$ cat src/rtl/pong_pkg.sv
// Shared types for the pong match datapath: FSM state encoding,
// score width and the player index used by the winner flag.
package pong_pkg;

    localparam int SCORE_W = 4;

    typedef enum logic [2:0] {
        IDLE  = 3'd0,
        SERVE = 3'd1,
        PLAY  = 3'd2,
        OVER  = 3'd3,
        PAUSE = 3'd4
    } state_t;

    localparam logic PLAYER_1 = 1'b0;
    localparam logic PLAYER_2 = 1'b1;

endpackage

$ cat src/rtl/pong_tick_div.sv
// Free-running clk divider producing a one-cycle tick every TICK_DIV cycles,
// with synchronous clear and a freeze that holds the count in place.
module pong_tick_div #(
    parameter int TICK_DIV = 416667
) (
    input  logic clk,
    input  logic reset,
    input  logic clear,
    input  logic freeze,
    output logic tick
);

    localparam int CW = $clog2(TICK_DIV);
    localparam logic [CW-1:0] LAST = CW'(TICK_DIV - 1);

    logic [CW-1:0] cnt;

    always_ff @(posedge clk or posedge reset) begin
        if (reset) begin
            cnt <= '0;
        end else if (clear) begin
            cnt <= '0;
        end else if (!freeze) begin
            cnt <= (cnt == LAST) ? '0 : cnt + 1'b1;
        end
    end

    assign tick = !freeze && (cnt == LAST);

endmodule

$ cat src/rtl/pong_match_ctrl.sv
// Match sequencer: serve hold, ball pacing, scoring and winner detection.
// Optional pause input and PAUSE state are built with PONG_CTRL_PAUSE_EN.
module pong_match_ctrl
    import pong_pkg::*;
#(
    parameter int TICK_DIV    = 416667,
    parameter int SERVE_TICKS = 60,
    parameter int WIN_SCORE   = 7
) (
    input  logic               clk,
    input  logic               reset,
    input  logic               start,
    input  logic               point_1,
    input  logic               point_2,
`ifdef PONG_CTRL_PAUSE_EN
    input  logic               pause,
`endif
    output logic               ball_rst,
    output logic               ball_tick,
    output logic [SCORE_W-1:0] score_1,
    output logic [SCORE_W-1:0] score_2,
    output logic               game_over,
    output logic               winner,
    output logic [2:0]         state
);

    localparam int SW = $clog2(SERVE_TICKS + 1);
    localparam logic [SW-1:0] SERVE_LAST = SW'(SERVE_TICKS - 1);
    localparam logic [SCORE_W-1:0] WIN_LAST = SCORE_W'(WIN_SCORE - 1);

    state_t state_q, state_d;

    logic start_q, p1_q, p2_q;
    logic start_ev, p1_ev, p2_ev, pause_ev;
    logic tick_int, div_clear, div_freeze;
    logic [SW-1:0] serve_cnt;

    always_ff @(posedge clk or posedge reset) begin
        if (reset) begin
            start_q <= 1'b0;
            p1_q    <= 1'b0;
            p2_q    <= 1'b0;
        end else begin
            start_q <= start;
            p1_q    <= point_1;
            p2_q    <= point_2;
        end
    end

    assign start_ev = start & ~start_q;
    assign p1_ev    = point_1 & ~p1_q;
    assign p2_ev    = point_2 & ~p2_q;

`ifdef PONG_CTRL_PAUSE_EN
    logic pause_q;

    always_ff @(posedge clk or posedge reset) begin
        if (reset) pause_q <= 1'b0;
        else       pause_q <= pause;
    end

    assign pause_ev = pause & ~pause_q;
`else
    assign pause_ev = 1'b0;
`endif

    always_ff @(posedge clk or posedge reset) begin
        if (reset) state_q <= IDLE;
        else       state_q <= state_d;
    end

    always_comb begin
        state_d = state_q;
        unique case (state_q)
            IDLE:  if (start_ev) state_d = SERVE;
            SERVE: if (tick_int && serve_cnt == SERVE_LAST) state_d = PLAY;
            PLAY: begin
                if (p1_ev)
                    state_d = (score_1 == WIN_LAST) ? OVER : SERVE;
                else if (p2_ev)
                    state_d = (score_2 == WIN_LAST) ? OVER : SERVE;
                else if (pause_ev)
                    state_d = PAUSE;
            end
            OVER:  if (start_ev) state_d = SERVE;
            PAUSE: if (pause_ev) state_d = PLAY;
            default: state_d = IDLE;
        endcase
    end

    always_comb begin
        ball_rst  = 1'b1;
        game_over = 1'b0;
        unique case (state_q)
            PLAY, PAUSE: ball_rst  = 1'b0;
            OVER:        game_over = 1'b1;
            default:     ball_rst  = 1'b1;
        endcase
    end

    assign state = state_q;

    // Entering or leaving PAUSE keeps the count so play resumes mid-period
    assign div_freeze = (state_q == PAUSE);
    assign div_clear  = (state_d != state_q)
                      && !(state_q == PLAY  && state_d == PAUSE)
                      && !(state_q == PAUSE && state_d == PLAY);

    pong_tick_div #(
        .TICK_DIV (TICK_DIV)
    ) u_div (
        .clk    (clk),
        .reset  (reset),
        .clear  (div_clear),
        .freeze (div_freeze),
        .tick   (tick_int)
    );

    always_ff @(posedge clk or posedge reset) begin
        if (reset) begin
            serve_cnt <= '0;
        end else if (state_q != SERVE || state_d != SERVE) begin
            serve_cnt <= '0;
        end else if (tick_int) begin
            serve_cnt <= serve_cnt + 1'b1;
        end
    end

    always_ff @(posedge clk or posedge reset) begin
        if (reset) begin
            score_1 <= '0;
            score_2 <= '0;
            winner  <= PLAYER_1;
        end else begin
            unique case (state_q)
                IDLE, OVER: begin
                    if (start_ev) begin
                        score_1 <= '0;
                        score_2 <= '0;
                    end
                end
                PLAY: begin
                    if (p1_ev) begin
                        score_1 <= score_1 + 1'b1;
                        if (state_d == OVER) winner <= PLAYER_1;
                    end else if (p2_ev) begin
                        score_2 <= score_2 + 1'b1;
                        if (state_d == OVER) winner <= PLAYER_2;
                    end
                end
                default: ;
            endcase
        end
    end

    // Registered so the pulse never leaks into the state that follows PLAY
    always_ff @(posedge clk or posedge reset) begin
        if (reset) ball_tick <= 1'b0;
        else       ball_tick <= tick_int && state_q == PLAY && state_d == PLAY;
    end

endmodule

$ cat config.mk
export PLATFORM = sky130hd
export DESIGN_NAME = pong_match_ctrl
export DESIGN_NICKNAME = d
export VERILOG_FILES = /design/src/rtl/pong_pkg.sv /design/src/rtl/pong_tick_div.sv /design/src/rtl/pong_match_ctrl.sv
export SDC_FILE = /design/constraint.sdc
export NUM_CORES = 1
export LEC_CHECK = 0
export ABC_AREA = 0
export BUFFER_PORTS_ARGS = -buffer_cell sky130_fd_sc_hd__buf_2
export CORE_ASPECT_RATIO = 0.7
export CORE_MARGIN = 5
export CORE_UTILIZATION = 30
export DETAILED_ROUTE_END_ITERATION = 12
export GPL_TIMING_DRIVEN = 0
export PLACE_DENSITY = 0.43
export SYNTH_ARGS = -nofsm -noshare
export SYNTH_HDL_FRONTEND = slang
export SYNTH_SLANG_ARGS = --single-unit
$ cat constraint.sdc
create_clock -name clk -period 2.99 [get_ports clk]
set_clock_uncertainty 0.1 [all_clocks]
set_input_delay 0.4485 -clock clk [delete_from_list [all_inputs] [get_ports clk]]
set_output_delay 0.4485 -clock clk [all_outputs]
set_load 0.03 [all_outputs]
==> results by group <==
Outcome
  • Result of the run: finished, final reports clean

Drt
  • DRC viols: 0
  • Final ANT Viol Nets: 0
  • Number of violations reported at the end of detailed-routing iteration 0: 97
  • Routed Wire Length: 5130 microns
  • Number of detailed-routing iterations run before antenna repair: 4
  • Wirelength per Cell: 14.0 microns
  • Total via count after detailed routing: 1712
  • Vias per Instance: 4.66

STA
  • Slew headroom: 43.5%
  • Setup repair after global routing missed its margin: false
  • Final-layout worst hold slack: 0.170 ns
  • Final setup violating endpoints: 0
  • Achievable clock frequency: 0.362 GHz
  • Post-route minimum period: 2.76 ns
  • Actual slew at the worst max-slew pin: 0.840 ns
  • Final Hold Fails: 0
  • Number of max-slew violations in the final report: 0
  • Period utilization: 92.4%
  • Total Neg Setup Slack: 0 ns

Floorplanning
  • Core ar.: 7190 sq um
  • Floorplan die height: 81.3 microns
  • Die Wd: 112 microns
  • Starting density of the core: 30.3%
  • Io pins: 20
  • Num rows: 26
  • Area of the die: 9090 sq um

Synthesis
  • Post-Synthesis Cells: 240
  • Most frequently used flop master after synthesis: sky130_fd_sc_hd__dfrtp_1
  • Library cells used by synthesis: 37
  • Yosys top cell area share: 47.1%
  • Commonest cells in the synthesized netlist: sky130_fd_sc_hd__dfrtp_1 (41), sky130_fd_sc_hd__nor2_1 (35), sky130_fd_sc_hd__nand2_1 (23)
  • Sequential fraction of the synthesis area: 47.1%
  • Mean post-synth cell area: 9.08 sq um
  • Count of warnings emitted by yosys: 0
  • Post-synth EDFFs: 0
  • Largest cells by area after synthesis: sky130_fd_sc_hd__dfrtp_1 (47%), sky130_fd_sc_hd__nor2_1 (6.0%), sky130_fd_sc_hd__xor2_1 (5.6%)
  • Register bit count reported by yosys: 41
  • Post-synthesis net count: 252
  • Top-count cell post-synth: sky130_fd_sc_hd__dfrtp_1
  • Library cell with the largest summed area after synthesis: sky130_fd_sc_hd__dfrtp_1
  • Synthesized area: 2180 sq um
  • Fraction of registers with async set/reset: 100%

Worst hold path
  • Hold path depth: 1
  • Type of the tightest min-delay check: in -> reg
  • Endpoint of the worst hold-timing path: p1_q
  • Min-Delay Startpoint: point_1

Flow run
  • Reported max-cap violation count: 0

Worst setup path
  • Cells along the critical path: clkbuf_1 > xor2_1 > nor3_1 > a21oi_1 > mux2_2 > o2bb2ai_4 > buf_4 > nor2_1
  • Worst setup EP type: register
  • Worst path arrival time: 2.84 ns
  • Reg-to-reg slack, setup: 0.23 ns
  • Critical-path top delay cell: sky130_fd_sc_hd__nor3_1
  • Cell depth of the worst setup path: 8
  • Crit path max fanout: 10
  • Worst path top cell family by delay: simple AND/OR/NAND/NOR gates
  • RR Endpoint: u_div.cnt[6]
  • Startpoint types: register
  • Crit path buffers/inverters: 2
  • Slowest cell delay on critical path: 0.66 ns
  • Kind of critical path: reg -> reg
  • Worst Reg2Reg Path Length in Cells: 8
  • Worst reg2reg startpoint: state[1]
  • CP Data Required Time: 3.07 ns

Finish
  • Ant. Diodes: 0
  • Area of the multi-input gates: 1100 sq um
  • Count of fill cells added during filler insertion: 733
  • Share of post-route cells with drive strength above 1: 14.1%
  • Sequential Area: 1030 sq um
  • Area overhead of the layout relative to synthesis: 17.3%
  • Final core utilization: 35.5%
  • NumNets Final: 280

Placement
  • GP Congestion: 0.775
  • Buffers on Ports: 19
  • DP HPWL: 3840 microns

Clock tree
  • Max Root-Sink Buffers: 2
  • CTS tree: done
  • Clock buffer count from CTS: 5
  • Clock-pin slew reported for the worst setup and hold paths after clock tree synthesis: 0.09 ns
  • CTS HTree Levels: 2
  • Root Buffer Master: sky130_fd_sc_hd__clkbuf_8
  • Worst-skew pair later-pin latency: 0.29 ns
  • Number of sinks handled by clock tree synthesis: 41

Power and ir drop
  • Pwr/cell area: 579 nW/um^2
  • Worst-case vdd ir drop: 0.198 mV
  • Static leakage: 1.14 nW

GRT
  • All-Layer GR Usage: 12.2%
  • Maximum number of pins on one net before global-route repair: 33
  • Total overflow reported by the global router: 0
  • Global-route wire length before repair: 8720 microns
  • Initial antenna violation count: 0
  • Vias in the first global route: 1649
where the power goes:
| part | switching (mW) | leakage [nW] | internal (mW) |
|---|---|---|---|
| sequential | 0.0660 | 0.554 | 0.607 |
| combinational | 0.223 | 0.531 | 0.118 |
| clock | 0.193 | 0.0585 | 0.272 |
| total | 0.482 | 1.14 | 0.997 |
through the flow:
| stage | total power [mW] | setup slack [ns] | area (sq um) | cells |
|---|---|---|---|---|
| global route | 1.59 | 0.0000555 | 2550 | 367 |
| global placement | 1.02 | 0.0410 | 2400 | 357 |
| detailed placement | 1.02 | 0.0574 | 2420 | 358 |
| CTS | 1.50 | 0.0462 | 2540 | 367 |
| finish | 1.48 | 0.227 | 2550 | 367 |
| floorplan | 0.915 | 0.509 | 2180 | 240 |
per-layer routing:
metal  track usage (%)  routed length (microns)
met4              3.28                       50
met1              19.9                     3160
met5                 0                        0
met3              2.90                      139
met2              15.1                     1790
sequential cells by signal, summed over array words and instances (netlist names):
signal     count
u_div.cnt     19
ball_tick      1
score_2        4
score_1        4
winner         1
p1_q           1
state          3
serve_cnt      6
p2_q           1
start_q        1
cell usage in the layout (no fill, tap or decap), types with 4 or more instances in the layout:
cell type / netlist / final
sky130_fd_sc_hd__dfrtp_1: 41 / 41
sky130_fd_sc_hd__xor2_1: 14 / 14
sky130_fd_sc_hd__buf_2: 1 / 20
sky130_fd_sc_hd__clkbuf_8: 0 / 6
sky130_fd_sc_hd__o21ai_0: 15 / 15
sky130_fd_sc_hd__nand4_1: 9 / 9
sky130_fd_sc_hd__clkbuf_1: 4 / 5
sky130_fd_sc_hd__a21oi_1: 11 / 11
sky130_fd_sc_hd__nor3_1: 16 / 16
sky130_fd_sc_hd__nand3_1: 10 / 10
sky130_fd_sc_hd__a31oi_1: 4 / 4
sky130_fd_sc_hd__inv_1: 10 / 9
sky130_fd_sc_hd__and3_1: 4 / 4
sky130_fd_sc_hd__nand2_1: 23 / 23
sky130_fd_sc_hd__nand2b_1: 6 / 6
sky130_fd_sc_hd__ha_1: 7 / 7
sky130_fd_sc_hd__xnor2_1: 5 / 5
sky130_fd_sc_hd__nor2_1: 35 / 35
cell families (layout without fill, tap and decap cells):
logic type | count (synthesis) | after routing | synth area share (%)
compound gates | 35 | 35 | 9.19
xor+xnor | 19 | 19 | 7.64
fa+ha+maj | 7 | 7 | 4.02
buf+inv | 17 | 46 | 3.16
flops | 41 | 41 | 47.1
mux | 1 | 1 | 0.517
simple gates | 120 | 120 | 28.4
layout make-up:
cell class	count	share of cell area, %
Tap cell	98	4.80
Buffer	7	1.22
Inverter	10	1.47
Timing Repair Buffer	21	4.90
Clock inverter	1	1.18
Clock buffer	7	3.38
Sequential cell	41	40.2
Multi-Input combinational cell	182	42.9
timing repair:
item,in CTS,in global routing
hold buffers,1,0
hold endpoints to repair,9,0
endpoints found under the setup margin,0,10
buffers inserted,0,0
resized for setup,0,1
worst max path at each step:
stage	startpoint	slack, ns	end
floorplan	u_div.cnt[0]	0.51	u_div.cnt[9]
global placement	u_div.cnt[0]	0.04	u_div.cnt[2]
detailed placement	u_div.cnt[0]	0.06	u_div.cnt[9]
CTS	u_div.cnt[0]	0.05	u_div.cnt[6]
global route	u_div.cnt[0]	0.00006	u_div.cnt[2]
finish	state[1]	0.23	u_div.cnt[6]
(Power assumes the default switching activity.)
